`src/rtl/ldm_writeback_sequencer_pkg.sv`:
```
// Shared definitions for the load-multiple writeback sequencer and its helpers.
// Holds the FSM encoding, transfer constants and a list population counter.
package ldm_writeback_sequencer_pkg;

    typedef enum logic [2:0] {
        S_IDLE,
        S_REQ,
        S_WRITE,
        S_BASE_WB,
        S_DONE
    } state_t;

    localparam int          WORD_BYTES = 4;
    localparam logic [3:0]  PC_INDEX   = 4'd15;
    localparam logic [15:0] LIST_MASK  = 16'h7FFF;

    function automatic logic [4:0] popcount16(input logic [15:0] value);
        logic [4:0] count;
        count = '0;
        for (int i = 0; i < 16; i++) begin
            count = count + 5'(value[i]);
        end
        return count;
    endfunction

endpackage

```
`src/rtl/ldm_writeback_sequencer_reg_list_pick.sv`:
```
// Lowest-set-bit picker over a 16-bit register list, shared by LDM/STM sequencers.
// index is 0 when the list is empty; callers must qualify it with empty.
module ldm_writeback_sequencer_reg_list_pick (
    input  logic [15:0] list,
    output logic [3:0]  index,
    output logic        empty
);

    always_comb begin
        index = '0;
        // Scan downward so the lowest set bit is the last to assign.
        for (int i = 15; i >= 0; i--) begin
            if (list[i]) begin
                index = 4'(i);
            end
        end
    end

    assign empty = (list == 16'h0000);

endmodule

```
`src/rtl/ldm_writeback_sequencer.sv`:
```
// LDM transfer engine: reads one word per listed register and writes each into the
// register file, optionally followed by the updated base address.
module ldm_writeback_sequencer
    import ldm_writeback_sequencer_pkg::*;
#(
    parameter int DATA_LEN = 32,
    parameter int ADDR_LEN = 32,
    parameter int NUM_REGS = 15
) (
    input  logic                clk,
    input  logic                rst,
    input  logic                start,
    input  logic [15:0]         reg_list,
    input  logic [ADDR_LEN-1:0] base_addr,
    input  logic                incr,
    input  logic                wb_base,
    input  logic [3:0]          base_reg,
    output logic                mem_rd_req,
    output logic [ADDR_LEN-1:0] mem_addr,
    input  logic                mem_rd_ack,
    input  logic [DATA_LEN-1:0] mem_rd_data,
    output logic [DATA_LEN-1:0] Result_WB,
    output logic [3:0]          Dest_wb,
    output logic                writeBackEn,
    output logic                busy,
    output logic                done
);

    localparam logic [15:0] WRITABLE = 16'((32'h1 << NUM_REGS) - 1);

    state_t              state_reg;
    logic [15:0]         list_reg;
    logic [ADDR_LEN-1:0] final_addr_reg;
    logic [3:0]          base_idx_reg;
    logic                base_wb_en_reg;

    logic [15:0]         start_list;
    logic [ADDR_LEN-1:0] span;
    logic [15:0]         pick_list;
    logic [3:0]          pick_index;
    logic                pick_empty;
    logic [15:0]         rest_list;

    assign start_list = reg_list & LIST_MASK & WRITABLE;
    assign span       = ADDR_LEN'(popcount16(start_list)) * ADDR_LEN'(WORD_BYTES);
    // In IDLE the picker judges the incoming list; afterwards it tracks the latched one.
    assign pick_list  = (state_reg == S_IDLE) ? start_list : list_reg;
    assign rest_list  = list_reg & (list_reg - 16'd1);

    ldm_writeback_sequencer_reg_list_pick u_pick (
        .list  (pick_list),
        .index (pick_index),
        .empty (pick_empty)
    );

    always_ff @(posedge clk or posedge rst) begin
        if (rst) begin
            state_reg      <= S_IDLE;
            list_reg       <= '0;
            final_addr_reg <= '0;
            base_idx_reg   <= '0;
            base_wb_en_reg <= 1'b0;
            mem_rd_req     <= 1'b0;
            mem_addr       <= '0;
            Result_WB      <= '0;
            Dest_wb        <= '0;
            writeBackEn    <= 1'b0;
            busy           <= 1'b0;
            done           <= 1'b0;
        end else begin
            case (state_reg)
                S_IDLE: begin
                    if (start) begin
                        list_reg       <= start_list;
                        final_addr_reg <= incr ? base_addr + span : base_addr - span;
                        // Both modes walk upward from the lowest address of the block.
                        mem_addr       <= incr ? base_addr : base_addr - span;
                        base_idx_reg   <= base_reg;
                        // A loaded base register wins over the address update.
                        base_wb_en_reg <= wb_base && (base_reg != PC_INDEX) && !start_list[base_reg];
                        busy           <= 1'b1;
                        if (pick_empty) begin
                            done      <= 1'b1;
                            state_reg <= S_DONE;
                        end else begin
                            mem_rd_req <= 1'b1;
                            state_reg  <= S_REQ;
                        end
                    end
                end
                S_REQ: begin
                    if (mem_rd_ack) begin
                        mem_rd_req  <= 1'b0;
                        writeBackEn <= 1'b1;
                        Dest_wb     <= pick_index;
                        Result_WB   <= mem_rd_data;
                        state_reg   <= S_WRITE;
                    end
                end
                S_WRITE: begin
                    writeBackEn <= 1'b0;
                    list_reg    <= rest_list;
                    mem_addr    <= mem_addr + ADDR_LEN'(WORD_BYTES);
                    if (rest_list != 16'h0000) begin
                        mem_rd_req <= 1'b1;
                        state_reg  <= S_REQ;
                    end else if (base_wb_en_reg) begin
                        writeBackEn <= 1'b1;
                        Dest_wb     <= base_idx_reg;
                        Result_WB   <= DATA_LEN'(final_addr_reg);
                        state_reg   <= S_BASE_WB;
                    end else begin
                        done      <= 1'b1;
                        state_reg <= S_DONE;
                    end
                end
                S_BASE_WB: begin
                    writeBackEn <= 1'b0;
                    done        <= 1'b1;
                    state_reg   <= S_DONE;
                end
                S_DONE: begin
                    done      <= 1'b0;
                    busy      <= 1'b0;
                    state_reg <= S_IDLE;
                end
                default: begin
                    state_reg <= S_IDLE;
                end
            endcase
        end
    end

endmodule

```
`config.mk`:
```
export PLATFORM = sky130hd
export DESIGN_NAME = ldm_writeback_sequencer
export DESIGN_NICKNAME = d
export VERILOG_FILES = /design/src/rtl/ldm_writeback_sequencer_pkg.sv /design/src/rtl/ldm_writeback_sequencer_reg_list_pick.sv /design/src/rtl/ldm_writeback_sequencer.sv
export SDC_FILE = /design/constraint.sdc
export NUM_CORES = 1
export LEC_CHECK = 0
export ABC_CLOCK_PERIOD_IN_PS = 9400
export CAP_MARGIN = 40
export CORE_ASPECT_RATIO = 0.5
export CORE_UTILIZATION = 57
export DETAILED_ROUTE_END_ITERATION = 12
export GPL_ROUTABILITY_DRIVEN = 0
export PLACE_DENSITY_LB_ADDON = 0.15
export SYNTH_ARGS = -nofsm -noshare
export SYNTH_HDL_FRONTEND = slang
export SYNTH_SLANG_ARGS = --single-unit
```
`constraint.sdc`:
```
create_clock -name clk -period 9.4 [get_ports clk]
set_input_delay 1.41 -clock clk [delete_from_list [all_inputs] [get_ports clk]]
set_output_delay 1.41 -clock clk [all_outputs]
set_load 0.02 [all_outputs]
```
==> impl_metrics.env, run 1 <==
export IMPL_status="finished, final reports clean"
export IMPL_fp_row_count=30
export IMPL_syn_nets=1079
export IMPL_worst_pin_slew_ps=889
export IMPL_min_to="base_idx_reg[2]"
export IMPL_slowest_stage="o21ai_1"
export IMPL_cp_data_arrival_time_ps=7340
export IMPL_cts_root_buffer="clkbuf_16"
export IMPL_areaGrowthSynthToFinish_pct=26.9
export IMPL_cp_start_kind="input pin"
export IMPL_ant_nets=0
export IMPL_synth_cell_types=69
export IMPL_seq_area_um2=3200
export IMPL_drt_first_iter_violations=865
export IMPL_finalCritPeriodShare=0.752
export IMPL_setup_viol=0
export IMPL_nets=1202
export IMPL_die_area_um2=15100
export IMPL_ff2ff_setup_slack_ps=5950
export IMPL_postCtsSetupBuffers=0
export IMPL_max_cap_violations=0
export IMPL_crit_family="adder cells"
export IMPL_drt_drc_violations_left=0
export IMPL_drive_above_1_share=0.0926
export IMPL_antenna_cells=0
export IMPL_r2r_end="Result_WB[14]"
export IMPL_postSynthCellCount=965
export IMPL_start_util=0.598
export IMPL_max_clock_freq_ghz=0.141
export IMPL_dp_hpwl_um=16700
export IMPL_leakage_nw=4.35
export IMPL_p_per_area_nw_per_um2=330
export IMPL_crit_path_max_fanout=10
export IMPL_path_class="in -> reg"
export IMPL_peakVddDrop_v=0.000211
export IMPL_cts_buffers=17
export IMPL_multiInputGateArea_um2=4720
export IMPL_grt_max_degree=95
export IMPL_finalWirelength_um=23800
export IMPL_portBuffers=160
export IMPL_slew_violations=0
export IMPL_synth_edf_count=0
export IMPL_hold_buffers=0
export IMPL_relSlewSlack=0.406
export IMPL_ys_flop_type="dfrtp_1"
export IMPL_cts_buffer_depth=2
export IMPL_r2r_cells=7
export IMPL_synth_area_per_cell_um2=8.61
export IMPL_final_common_cell="nand2_1"
export IMPL_ioPinCount=162
export IMPL_core_um2=13900
export IMPL_die_y_um=87.4
export IMPL_grt_pass1_wl_um=38600
export IMPL_syn_area_um2=8310
export IMPL_tns_ps=0
export IMPL_fin_crit_ps=7070
export IMPL_nFillCells=1019
export IMPL_die_width_um=173
export IMPL_hold_viol=0
export IMPL_r2r_start="list_reg[3]"
export IMPL_hold_depth=2
export IMPL_cts_reportedPaths_clkPinSlew_ps=60
export IMPL_cp_end_kind="flip-flop"
export IMPL_ys_ff_latch=128
export IMPL_hold_path_class="reg -> reg"
export IMPL_grt_ovfl_total=0
export IMPL_clkLatencyLatePin_ps=440
export IMPL_synth_warnings=0
export IMPL_async_flop_share=1.00
export IMPL_crit_buf_inv=3
export IMPL_worstPathRequired_ps=9670
export IMPL_slowest_delay_ps=630
export IMPL_h_tree_depth=4
export IMPL_antenna_found_initial=0
export IMPL_cp_cell_sequence="clkdlybuf4s50_1, fa_1, inv_1, fa_1, fa_1, fa_1, fa_1, fa_1, inv_1, fa_1, o21ba_2, o21ai_1, nor3_2, a22oi_1, xor2_1, o21ai_0"
export IMPL_crit_start="reg_list[5]"
export IMPL_grtUsageTotal=0.325
export IMPL_dr_pass1_iters=8
export IMPL_path_common_cell="fa_1"
export IMPL_fin_util=0.760
export IMPL_vias=7984
export IMPL_cts_sinks=128
export IMPL_cts_tree="done"
export IMPL_routedWlPerCell_um=18.4
export IMPL_first_global_vias=7799
export IMPL_finClkSkew_ps=12.8
export IMPL_via_per_inst=6.17
export IMPL_seq_area_frac_synth=0.385
export IMPL_rsz0062_at_grt="no"
export IMPL_ctsResizeCount=0
export IMPL_layout_common_cells="183 x nand2_1, 160 x clkdlybuf4s50_1, 128 x dfrtp_1, 69 x o21ai_0, 63 x nor2_1"
export IMPL_min_from="base_idx_reg[2]"
## how the worst max path moves through the flow
stage                                     to  cells after the start
final                     final_addr_reg[26]                     16
after global routing      final_addr_reg[26]                     16
after CTS                 final_addr_reg[26]                     16
after detailed placement  final_addr_reg[26]                     16
after global placement    final_addr_reg[27]                     16
after floorplan           final_addr_reg[31]                     18
## where the power goes
part | internal (mW) | leakage (nW) | switching, mW
combinational | 0.761 | 2.55 | 0.976
clock | 0.393 | 0.278 | 0.281
sequential | 0.820 | 1.52 | 0.250
## worst min-delay path, cell delays in order, from the launching register on
cell and delay, ps:
dfrtp_1 340, nand2_1 50, nand2_1 60
## layout make-up
class / count / share of cell area
multi-input combinational: 737 / 0.447
sequential: 128 / 0.304
timing repair buffer: 168 / 0.158
clock buffer: 17 / 0.0403
tap: 192 / 0.0228
clock inverter: 15 / 0.0152
inverter: 36 / 0.0130
## logic make-up (layout without fill, tap and decap cells)
logic type      count (synthesis)  in the layout  share of synthesized area
flops                         128            128                      0.385
compound gates                219            219                      0.173
simple gates                  393            393                      0.222
xor+xnor                       56             56                     0.0590
mux                            45             45                     0.0658
fa+ha+maj                      24             24                     0.0470
buf+inv                       100            236                     0.0477
## synth_stat cells (all sizes together) (3+ instances only)
cell / count / share of area
mux2i: 4 / 0.0048
nor2b: 5 / 0.0038
nor4: 21 / 0.017
xnor2: 14 / 0.015
clkbuf: 53 / 0.024
nor2: 63 / 0.028
mux4: 4 / 0.011
or3: 5 / 0.0038
nand2: 184 / 0.083
a32oi: 3 / 0.0032
or4: 13 / 0.013
a21oi: 39 / 0.024
and3: 16 / 0.012
a311oi: 7 / 0.0074
nand4: 7 / 0.0053
dfrtp: 128 / 0.39
o21ai: 70 / 0.042
ha: 12 / 0.018
nor3b: 4 / 0.0036
a22o: 5 / 0.0053
a221oi: 9 / 0.0095
nor3: 26 / 0.016
a31oi: 11 / 0.0083
inv: 36 / 0.016
buf: 11 / 0.0074
o22ai: 7 / 0.0053
a41oi: 6 / 0.0063
nand2b: 4 / 0.0030
nand3: 27 / 0.016
a21o: 4 / 0.0036
fa: 12 / 0.029
and2: 7 / 0.0053
and4: 5 / 0.0053
xor2: 42 / 0.044
o211ai: 4 / 0.0036
a211oi: 24 / 0.023
mux2: 37 / 0.050
o21a: 4 / 0.0036
a22oi: 3 / 0.0027
o31ai: 6 / 0.0060
## layer usage
metal / track usage / wire length, um
met1: 0.410 / 9670
met2: 0.549 / 11300
met3: 0.0798 / 2260
met4: 0.127 / 547
met5: 0 / 0
## per-stage QoR
stage	std cells	area (um^2)	setup slack, ps	hold slack, ps	power, mW
5_1_grt	1293	10600	2080	504	3.70
6_report	1293	10600	2330	477	3.48
3_5_place_dp	1261	9960	1940	467	2.78
3_3_place_gp	1259	9950	1990	459	2.71
4_1_cts	1293	10600	2340	479	3.47
2_1_floorplan	965	8310	3050	441	2.13
Power figures use the tool's default switching activity.
==> run 2: changes to the inputs <==
Settings changed: ABC_CLOCK_PERIOD_IN_PS 9400 to 6300, CORE_UTILIZATION 57 to 48.
Clock period 9.4 ns to 6.3 ns, I/O delays scaled along.
==> run 2 against run 1 <==
Compared with the run above: routed wire length increased by 3.8%; clock power rose by 48%; sequential power rose by 49%; global-route usage shrank 4.5 points; cell count up 6.7%; cell area rose by 4.6%; critical path depth increased by 2; register-to-register slack worse by 3000 ps; flip-flop and latch count unchanged; non-clock buffer count up 50; critical path type unchanged; critical endpoint is now mem_addr[31].
==> impl_metrics.env, run 2 (same netlist as run 1, synthesis figures left out) <==
export IMPL_h_tree_depth=4
export IMPL_r2r_end="Result_WB[23]"
export IMPL_fin_crit_ps=6070
export IMPL_die_area_um2=17900
export IMPL_clkLatencyLatePin_ps=430
export IMPL_min_to="base_idx_reg[2]"
export IMPL_drt_drc_violations_left=0
export IMPL_hold_path_class="reg -> reg"
export IMPL_drive_above_1_share=0.136
export IMPL_pwr_share_comb=0.518
export IMPL_peakVddDrop_v=0.000250
export IMPL_r2r_start="list_reg[3]"
export IMPL_core_um2=16600
export IMPL_cts_buffer_depth=2
export IMPL_drt_first_iter_violations=663
export IMPL_antenna_found_initial=0
export IMPL_hold_viol=0
export IMPL_cts_tree="done"
export IMPL_path_common_cell="fa_1"
export IMPL_status="finished, final reports clean"
export IMPL_via_per_inst=5.88
export IMPL_setup_viol=0
export IMPL_whs_ps=479
export IMPL_cts_sinks=128
export IMPL_timing_final_ws_setup_ps=230
export IMPL_slew_violations=0
export IMPL_seq_power_share=0.296
export IMPL_grt_ovfl_total=0
export IMPL_r2r_cells=7
export IMPL_dr_pass1_iters=5
export IMPL_switching_power_mw=2.26
export IMPL_start_util=0.500
export IMPL_ff2ff_setup_slack_ps=2920
export IMPL_finalWirelength_um=24700
export IMPL_die_width_um=188
export IMPL_p_int_mw=3.11
export IMPL_dp_hpwl_um=17900
export IMPL_cp_start_kind="input pin"
export IMPL_cp_data_arrival_time_ps=6360
export IMPL_grt_max_degree=78
export IMPL_max_cap_violations=0
export IMPL_finalCritPeriodShare=0.963
export IMPL_nets=1252
export IMPL_final_common_cell="nand2_1"
export IMPL_slowest_stage="fa_1"
export IMPL_areaGrowthSynthToFinish_pct=32.8
export IMPL_fp_row_count=33
export IMPL_path_class="in -> reg"
export IMPL_postCtsSetupBuffers=0
export IMPL_worstPathRequired_ps=6590
export IMPL_dp_slack_ps=-377
export IMPL_hold_depth=2
export IMPL_fin_util=0.663
export IMPL_portBuffers=160
export IMPL_routedWlPerCell_um=17.9
export IMPL_vias=8114
export IMPL_grtUsageTotal=0.280
export IMPL_cts_root_buffer="clkbuf_16"
export IMPL_cts_buffers=17
export IMPL_die_y_um=95.1
export IMPL_finClkSkew_ps=11.9
export IMPL_p_per_area_nw_per_um2=487
export IMPL_switching_share=0.421
export IMPL_cts_reportedPaths_clkPinSlew_ps=60
export IMPL_worst_pin_slew_ps=874
export IMPL_min_from="base_idx_reg[2]"
export IMPL_crit_path_max_fanout=7
export IMPL_slowest_delay_ps=550
export IMPL_ioPinCount=162
export IMPL_ant_nets=0
export IMPL_tns_ps=0
export IMPL_grt_pass1_wl_um=39500
export IMPL_cp_cell_sequence="clkdlybuf4s50_1, inv_1, fa_1, fa_2, fa_1, fa_1, fa_2, nor2b_1, o21ai_0, nand2b_1, inv_1, ha_1, or3_1, or4_4, or4_4, a211oi_4, xnor2_1, a21oi_2"
export IMPL_leakage_nw=4.61
export IMPL_clock_power_share=0.185
export IMPL_first_global_vias=7867
export IMPL_cp_end_kind="flip-flop"
export IMPL_layout_common_cells="183 x nand2_1, 160 x clkdlybuf4s50_1, 128 x dfrtp_1, 68 x o21ai_0, 63 x nor2_1"
export IMPL_max_clock_freq_ghz=0.165
export IMPL_relSlewSlack=0.415
## run 2: final cells by class
type / instances / area [um^2]
multi-input combinational: 737 / 4760
antenna: 1 / 2.50
sequential: 128 / 3200
fill: 1394 / 5600
clock buffer: 21 / 460
timing repair buffer: 218 / 2060
clock inverter: 11 / 131
inverter: 36 / 138
tap: 227 / 284
## run 2: metal layers
metal,vias up,wire length [um],GRT usage,part of all wire
met1,3953,10700,0.352,0.43
met2,329,11900,0.487,0.48
met5,-,0,0,0
met3,51,1620,0.0497,0.066
met4,0,499,0.109,0.020
li1,3781,-,-,-
## run 2: worst max path at each step
stage	startpoint	to	cells past startpoint
6_report	reg_list[0]	mem_addr[31]	18
3_3_place_gp	reg_list[0]	final_addr_reg[23]	17
2_1_floorplan	reg_list[0]	final_addr_reg[31]	18
4_1_cts	reg_list[0]	final_addr_reg[23]	17
3_5_place_dp	reg_list[0]	final_addr_reg[23]	17
5_1_grt	reg_list[0]	final_addr_reg[21]	20
## run 2: per-stage QoR
stage               instances  instance area (um^2)  total power [mW]
global placement         1345                 10400              4.24
detailed placement       1346                 10400              4.34
global route             1378                 11000              5.73
CTS                      1378                 11000              5.36
floorplan                 965                  8310              3.18
finish                   1379                 11000              5.37
## run 2: critical path: cells and delay by family
| kind | cells | cell delay (ps) |
|---|---|---|
| compound gates | 3 | 420 |
| xor+xnor | 1 | 170 |
| fa+ha+maj | 6 | 2560 |
| buf+inv | 3 | 640 |
| simple gates | 5 | 1590 |
## run 2: repair_timing
item                       4_1_cts  5_1_grt
hold buffers                     0        0
hold endpoints to repair         0        0
setup endpoints to repair        0       29
gates resized for setup          0        9
## run 2: power groups by stage
| stage | sequential (mW) | combinational [mW] | clock (mW) |
|---|---|---|---|
| global placement | 1.57 | 2.67 | 0 |
| CTS | 1.58 | 2.76 | 1.01 |
| floorplan | 1.77 | 1.42 | 0 |
| global route | 1.65 | 3.04 | 1.04 |
| finish | 1.59 | 2.78 | 0.996 |
| detailed placement | 1.59 | 2.75 | 0 |
